[src/rtl/term_uturn_switch_matrix_cfg.sv]
// Configurable south-termination U-turn: reflects S_END back onto N_BEG with index
// reversal, per-wire mode (comb / registered / zero / PRBS) loaded via a serial chain.
module term_uturn_switch_matrix_cfg #(
  parameter int          NUM_WIRES = 16,
  parameter logic [15:0] LFSR_SEED = 16'hACE1,
  localparam int         CFG_BITS  = 2 * NUM_WIRES
) (
  input  logic                 UserCLK,
  input  logic                 RESET,
  input  logic [NUM_WIRES-1:0] S_END,
  output logic [NUM_WIRES-1:0] N_BEG,
  input  logic                 cfg_shift_en,
  input  logic                 cfg_din,
  output logic                 cfg_dout,
  input  logic                 cfg_latch,
  input  logic                 prbs_en,
  output logic [CFG_BITS-1:0]  cfg_active
);

  logic [NUM_WIRES-1:0] rev;
  logic [NUM_WIRES-1:0] pipe_reg;
  logic [CFG_BITS-1:0]  chain_reg;
  logic [CFG_BITS-1:0]  cfg_active_reg;
  logic [15:0]          lfsr_reg;
  logic                 lfsr_fb;

  assign lfsr_fb = lfsr_reg[15] ^ lfsr_reg[13] ^ lfsr_reg[12] ^ lfsr_reg[10];

  // The latch samples the chain before this cycle's shift, so a shift+latch
  // collision commits the old contents while the chain still advances.
  always_ff @(posedge UserCLK or posedge RESET) begin
    if (RESET) begin
      chain_reg      <= '0;
      cfg_active_reg <= '0;
      pipe_reg       <= '0;
      lfsr_reg       <= LFSR_SEED;
    end else begin
      pipe_reg <= rev;
      if (cfg_shift_en) begin
        chain_reg <= {chain_reg[CFG_BITS-2:0], cfg_din};
      end
      if (cfg_latch) begin
        cfg_active_reg <= chain_reg;
      end
      if (prbs_en) begin
        lfsr_reg <= {lfsr_reg[14:0], lfsr_fb};
      end
    end
  end

  assign cfg_dout   = chain_reg[CFG_BITS-1];
  assign cfg_active = cfg_active_reg;

  genvar gi;
  generate
    for (gi = 0; gi < NUM_WIRES; gi++) begin : g_wire
      logic [1:0] mode;
      assign rev[gi] = S_END[NUM_WIRES-1-gi];
      assign mode    = cfg_active_reg[2*gi +: 2];
      // Wires beyond 16 reuse the LFSR taps cyclically.
      assign N_BEG[gi] = (mode == 2'b00) ? rev[gi]      :
                         (mode == 2'b01) ? pipe_reg[gi] :
                         (mode == 2'b10) ? 1'b0         :
                                           lfsr_reg[gi % 16];
    end
  endgenerate

endmodule

[config.mk]
export PLATFORM = sky130hd
export DESIGN_NAME = term_uturn_switch_matrix_cfg
export DESIGN_NICKNAME = d
export VERILOG_FILES = /design/src/rtl/term_uturn_switch_matrix_cfg.sv
export SDC_FILE = /design/constraint.sdc
export NUM_CORES = 1
export LEC_CHECK = 0
export BUFFER_PORTS_ARGS = -buffer_cell sky130_fd_sc_hd__buf_2
export CELL_PAD_IN_SITES_DETAIL_PLACEMENT = 1
export CELL_PAD_IN_SITES_GLOBAL_PLACEMENT = 1
export CORE_MARGIN = 2
export CORE_UTILIZATION = 45
export CTS_CLUSTER_SIZE = 8
export DETAILED_ROUTE_END_ITERATION = 6
export PLACE_DENSITY_LB_ADDON = 0.1
export SLEW_MARGIN = 20
export SYNTH_ARGS = -nofsm -noshare
export SYNTH_HDL_FRONTEND = slang
export SYNTH_SLANG_ARGS = --single-unit
[constraint.sdc]
create_clock -name UserCLK -period 5 [get_ports UserCLK]
set_input_delay 1.25 -clock UserCLK [delete_from_list [all_inputs] [get_ports UserCLK]]
set_output_delay 1.25 -clock UserCLK [all_outputs]
set_load 0.02 [all_outputs]
==> out/results.txt, run 1 <==
Status: finished, final reports clean
CTS sink cnt: 96
Cells after Synth: 239
Max-cap violations: 0
Die width: 99.5 µm
Vias in the first global route: 2,253
GRT met3 Usage: 0.0253
RSZ-0062 raised after global routing: no
Gp weighted congestion: 0.705
Crit path required time: 3750 ps
Share of layout cells above drive strength 1: 0.551
Via count: 2,163
Max_slew headroom: 0.265
Nets: 333
Period utilization: 0.597
Fill cell count: 883
Final Max Slew Viols: 0
Power per standard cell area: 605 nW/µm²
Final hold violation count: 0
WL final: 6.93 mm
Iter 0 DRT Violations: 28
Post-synth net total: 261
Yosys cell types: 16
GR Util met1: 0.205
Global router's overall resource usage: 0.146
Synth warnings: 0
Root buffer cell: clkbuf_8
DRC viols: 0
Diodes inserted: 0
# IOs: 71
Hold Path Class: reg2reg
Total grt overflow: 0
Port Buffer Count: 70
CTS tree: done
Clk pin slew, worst setup/hold paths: 100 ps
Later-pin clock latency in the skew report: 360 ps
Vias per std cell: 5.10
Synth Register Bits: 96
TritonCTS Buffers: 9
Post-DP HPWL: 4.37 mm
Actual slew at the worst max-slew pin: 1100 ps
Peak Freq: 335 MHz
Final Skew: 12.6 ps
Cell area after synthesis: 4100 µm²
CTS Hold Buffers Added: 0
Die H: 99.5 µm
Initial Utilization: 0.468
Crit Path Max Fanout: 2
Minimum clock period: 2980 ps
CP startpoint kind: input pin
Met2 usage: 0.222
Leakage power figure: 0.00231 µW
Max clock buf depth: 2
Largest net degree at the start of global routing: 72
First-pass GRT wire length: 11.3 mm
Crit end category: output port
Setup bufs post-CTS: 0
Post_cts resized: 0
Final setup violation count: 0
Multi-input gate area: 1520 µm²
DRT antenna net count: 0
GR peak layer: met2
Core box area: 8760 µm²
Seq/Total Area, Yosys: 0.588
Post-synthesis to final-layout area growth: 12.8%
Syn avg cell area: 17.2 µm²
Initial antenna violation count: 0
Max IR drop VDD: 248 µV
Post-DR wirelength/cell: 16.4 µm
WP data arrival: 1730 ps
Pwr Total: 2800 µW
H-tree Lvls: 3
Crit path kind: in2out
Register area: 2410 µm²
TritonRoute pass-1 iters: 4
Setup tns final: 0 ps
Die area: 9890 µm²
FP Rows: 34
==> cell usage in the layout (no fill, tap or decap), drive strengths merged <==
| master | n |
|---|---|
| clkinv | 3 |
| xnor2 | 3 |
| buf | 71 |
| o21ai | 12 |
| clkinvlp | 1 |
| nand3 | 12 |
| bufinv | 1 |
| mux2 | 83 |
| dfrtp | 88 |
| a22o | 4 |
| dfstp | 8 |
| clkbuf | 10 |
| mux2i | 12 |
| nor2 | 5 |
| inv | 2 |
| a21oi | 1 |
==> worst max-delay path: stages <==
cell and delay, ps:
buf_2 100, mux2i_1 140, o21ai_0 80, buf_2 160
==> power breakdown <==
group,internal [µW],switching [µW]
registers,1080,270
logic,537,408
clock network,234,271
==> stage by stage <==
step	instance area [µm²]	worst slack, ps	hold slack, ps	utilization	cells
after CTS	4620	2020	545	0.528	424
after global routing	4620	1930	563	0.528	424
after detailed placement	4430	2010	520	0.505	408
final	4620	2020	541	0.528	424
after floorplan	4100	1260	488	-	239
after global placement	4430	2030	511	0.505	408
==> path summary, 6_finish.rpt <==
path	to	slack [ps]	depth (start not counted)	from
worst max-delay path	N_BEG[8]	2020	4	S_END[7]
worst min-delay path	chain_reg[15]$_DFFE_PP0P_	540	1	chain_reg[14]$_DFFE_PP0P_
worst max register to register	lfsr_reg[0]$_DFFE_PP1P_	3960	3	lfsr_reg[10]$_DFFE_PP1P_
worst min register to register	chain_reg[15]$_DFFE_PP0P_	540	1	chain_reg[14]$_DFFE_PP0P_
max in group asynchronous	lfsr_reg[11]$_DFFE_PP1P_	3020	3	RESET
min in group asynchronous	cfg_active[9]$_DFFE_PP0P_	1070	2	RESET
==> per-layer routing <==
| metal | wire length, µm | vias up |
|---|---|---|
| met5 | 0 | - |
| met4 | 125 | 0 |
| met3 | 256 | 13 |
| met2 | 3220 | 49 |
| met1 | 3330 | 1109 |
| li1 | - | 992 |
==> layout make-up <==
| class | instances | share of cell area |
|---|---|---|
| clock inverters | 6 | 0.0149 |
| clock buffers | 10 | 0.0276 |
| repair buffers | 71 | 0.0774 |
| inverters | 1 | 0.00135 |
| well taps | 108 | 0.0292 |
| multi-input cells | 132 | 0.328 |
| flip-flops and latches | 96 | 0.522 |
==> cells in the mapped netlist <==
| library cell | count | share of area |
|---|---|---|
| dfrtp_1 | 88 | 0.54 |
| mux2_4 | 68 | 0.25 |
| mux2i_1 | 12 | 0.029 |
| nand3_1 | 12 | 0.015 |
| o21ai_0 | 12 | 0.015 |
| mux2_2 | 11 | 0.030 |
| dfstp_2 | 8 | 0.051 |
| buf_12 | 6 | 0.029 |
| nor2_1 | 5 | 0.0046 |
| a22o_1 | 4 | 0.0085 |
| mux2_1 | 4 | 0.011 |
| buf_6 | 3 | 0.0082 |
| xnor2_1 | 3 | 0.0064 |
| a21oi_1 | 1 | 0.0012 |
| buf_8 | 1 | 0.0037 |
| inv_1 | 1 | 0.00091 |
==> logic make-up after synthesis <==
family,synth area share
and+or+nand+nor,0.0192
xor gates and xnor gates,0.00641
DFF,0.588
muxes,0.320
buffers and inverters,0.0421
AOI/OAI and AO/OA,0.0244
Power figures use the tool's default switching activity.
==> inputs of run 2 (changes only) <==
- ABC_AREA: unset -> 1
- CORE_UTILIZATION: 45 -> 42
- clock period: 5 -> 2.8 ns (I/O delays scaled with it)
==> run 2 against run 1 <==
Compared with the run above:
- register-to-register slack got worse by 2200 ps
- design area down 3.5%
- clock power rose by 90%
- worst setup slack worse by 1300 ps
- sequential cell count did not move
- cell count grew 41%
- die area is 1.2% higher
- global-route usage is 3.1 points higher
- wire length grew 15%
- highest routed layer unchanged
==> out/results.txt, run 2 <==
Combinational power share: 0.200
Multi-input gate area: 1080 µm²
Async SR Flop Fraction: 1.00
Crit end category: output port
Most frequent cells in the layout: 94 x nand2_1, 88 x dfrtp_1, 70 x buf_2, 58 x o21ai_0, 53 x inv_1
CTS tree: done
Crit path required time: 2100 ps
Net Sw Frac: 0.314
CTS Hold Buffers Added: 0
Synth top area cells: dfrtp_1 57%, nand2_1 9.1%, o21ai_0 7.5%, dfstp_2 5.4%, inv_1 5.2%
Setup tns final: 0 ps
Post-synth top flop: dfrtp_1
Max clock buf depth: 2
Post-DP HPWL: 5.65 mm
Reg2Reg Depth: 6
Final hold violation count: 0
Worst path cell trace: o21ai_0 -> o21ai_0 -> buf_2
Slowest-stage cell, CP: dfstp_2
Crit path kind: reg2out
Final setup violation count: 0
Register area: 2410 µm²
R2R Setup Slk: 1780 ps
First-pass GRT wire length: 14.0 mm
Max IR drop VDD: 248 µV
Minimum clock period: 2040 ps
Syn avg cell area: 9.34 µm²
Total grt overflow: 0
Clock network fraction of total power: 0.280
Max_slew headroom: 0.486
Yosys top cell by area: dfrtp_1
Commonest non-fill, non-tap cell in the layout: nand2_1
Die area: 10,000 µm²
Post-synth top area share: 0.568
CP startpoint kind: register
Synth warnings: 0
WP data arrival: 1340 ps
Core box area: 9110 µm²
Share of layout cells above drive strength 1: 0.199
FP Rows: 35
Post-synthesis to final-layout area growth: 15.1%
Status: finished, final reports clean
Die width: 100 µm
Post-DR wirelength/cell: 13.3 µm
Cells after Synth: 415
Final Skew: 8.57 ps
Diodes inserted: 0
Synth Register Bits: 96
Sw power: 1080 µW
Top cell by count, worst path: o21ai_0
Initial Utilization: 0.425
Setup bufs post-CTS: 0
Yosys cell types: 13
Die H: 100 µm
CP max stage delay: 560 ps
Clk pin slew, worst setup/hold paths: 90 ps
Post-synth EDFFs: 0
Final Util: 0.490
Share of power burned in registers: 0.520
RSZ-0062 raised after global routing: no
Vias in the first global route: 3,046
Seq/Total Area, Yosys: 0.623
Peak Freq: 491 MHz
Max-cap violations: 0
Initial antenna violation count: 0
Via count: 2,881
# IOs: 71
Reg2reg start: lfsr_reg[10]$_DFFE_PP1P_
Port Buffer Count: 70
Hold Path Depth: 1
Vias per std cell: 4.82
Actual slew at the worst max-slew pin: 769 ps
DRT antenna net count: 0
Final Max Slew Viols: 0
Cell Int Power: 2350 µW
Cell area after synthesis: 3870 µm²
TritonRoute pass-1 iters: 4
Synth top cells by count: 94 x nand2_1, 88 x dfrtp_1, 58 x o21ai_0
Power per standard cell area: 768 nW/µm²
Hold Startpoint: S_END[2]
Largest net degree at the start of global routing: 65
Fill cell count: 1,105
Nets: 505
Leakage power figure: 0.00225 µW
Root buffer cell: clkbuf_8
WL final: 7.95 mm
Crit Path Max Fanout: 3
Gp weighted congestion: 0.734
DRC viols: 0
Hold worst-path end: pipe_reg[13]$_DFF_PP0_
Global router's overall resource usage: 0.177
H-tree Lvls: 3
Count leader, synth: nand2_1
Worst R2R End: lfsr_reg[0]$_DFFE_PP1P_
Post_cts resized: 0
Period utilization: 0.727
Iter 0 DRT Violations: 102
CTS sink cnt: 96
TritonCTS Buffers: 9
Later-pin clock latency in the skew report: 350 ps
Hold Path Class: in2reg
Post-synth net total: 437
==> run 2: cell families (layout without fill, tap and decap cells) <==
family | after synthesis | after routing | synth area share
AND/OR/NAND/NOR | 145 | 145 | 0.146
AO/OA/AOI/OAI | 102 | 102 | 0.132
flip-flops | 96 | 96 | 0.623
buffers and inverters | 72 | 144 | 0.0998
==> run 2: stage by stage <==
stage,cell area (µm²),power (µW),hold slack (ps),instances,setup WS (ps)
2_1_floorplan,3880,2250,445,415,973
3_3_place_gp,4260,2480,470,583,997
3_5_place_dp,4260,2510,470,583,971
4_1_cts,4460,3480,437,598,731
5_1_grt,4460,3650,431,598,641
6_report,4460,3430,459,598,763
==> run 2: power groups by stage <==
stage	Sequential [µW]	Combinational, µW	Clock, µW
6_report	1780	684	959
4_1_cts	1790	700	994
5_1_grt	1820	791	1040
3_5_place_dp	1810	698	0
2_1_floorplan	1850	407	0
3_3_place_gp	1800	673	0
==> run 2: how the worst max path moves through the flow <==
stage	endpoint	slack, ps	depth (start not counted)	from
finish	N_BEG[11]	760	3	lfsr_reg[11]$_DFFE_PP1P_
global route	N_BEG[11]	640	3	lfsr_reg[11]$_DFFE_PP1P_
CTS	N_BEG[15]	730	3	lfsr_reg[15]$_DFFE_PP1P_
detailed placement	N_BEG[9]	970	4	S_END[6]
global placement	N_BEG[8]	1000	4	S_END[7]
floorplan	cfg_active[0]$_DFFE_PP0P_	970	1	RESET
==> run 2: final cells by class <==
class                      instances  area share
clock buffer                      11      0.0295
sequential                        96       0.541
inverter                          55      0.0471
clock inverter                     4      0.0163
multi-input combinational        247       0.241
timing repair buffer              74      0.0937
tap                              111      0.0311
==> run 2: worst max-delay path: cells and delay by family (launching register included) <==
kind | cells | cell delay (ps)
flops | 1 | 560
compound gates | 2 | 240
buf+inv | 1 | 190
==> run 2: routing by layer <==
metal	global-route usage	up-vias	routed length (µm)
li1	-	1441	-
met1	0.233	1379	3800
met5	0	-	0
met3	0.0362	9	279
met4	0.0558	0	108
met2	0.296	52	3770
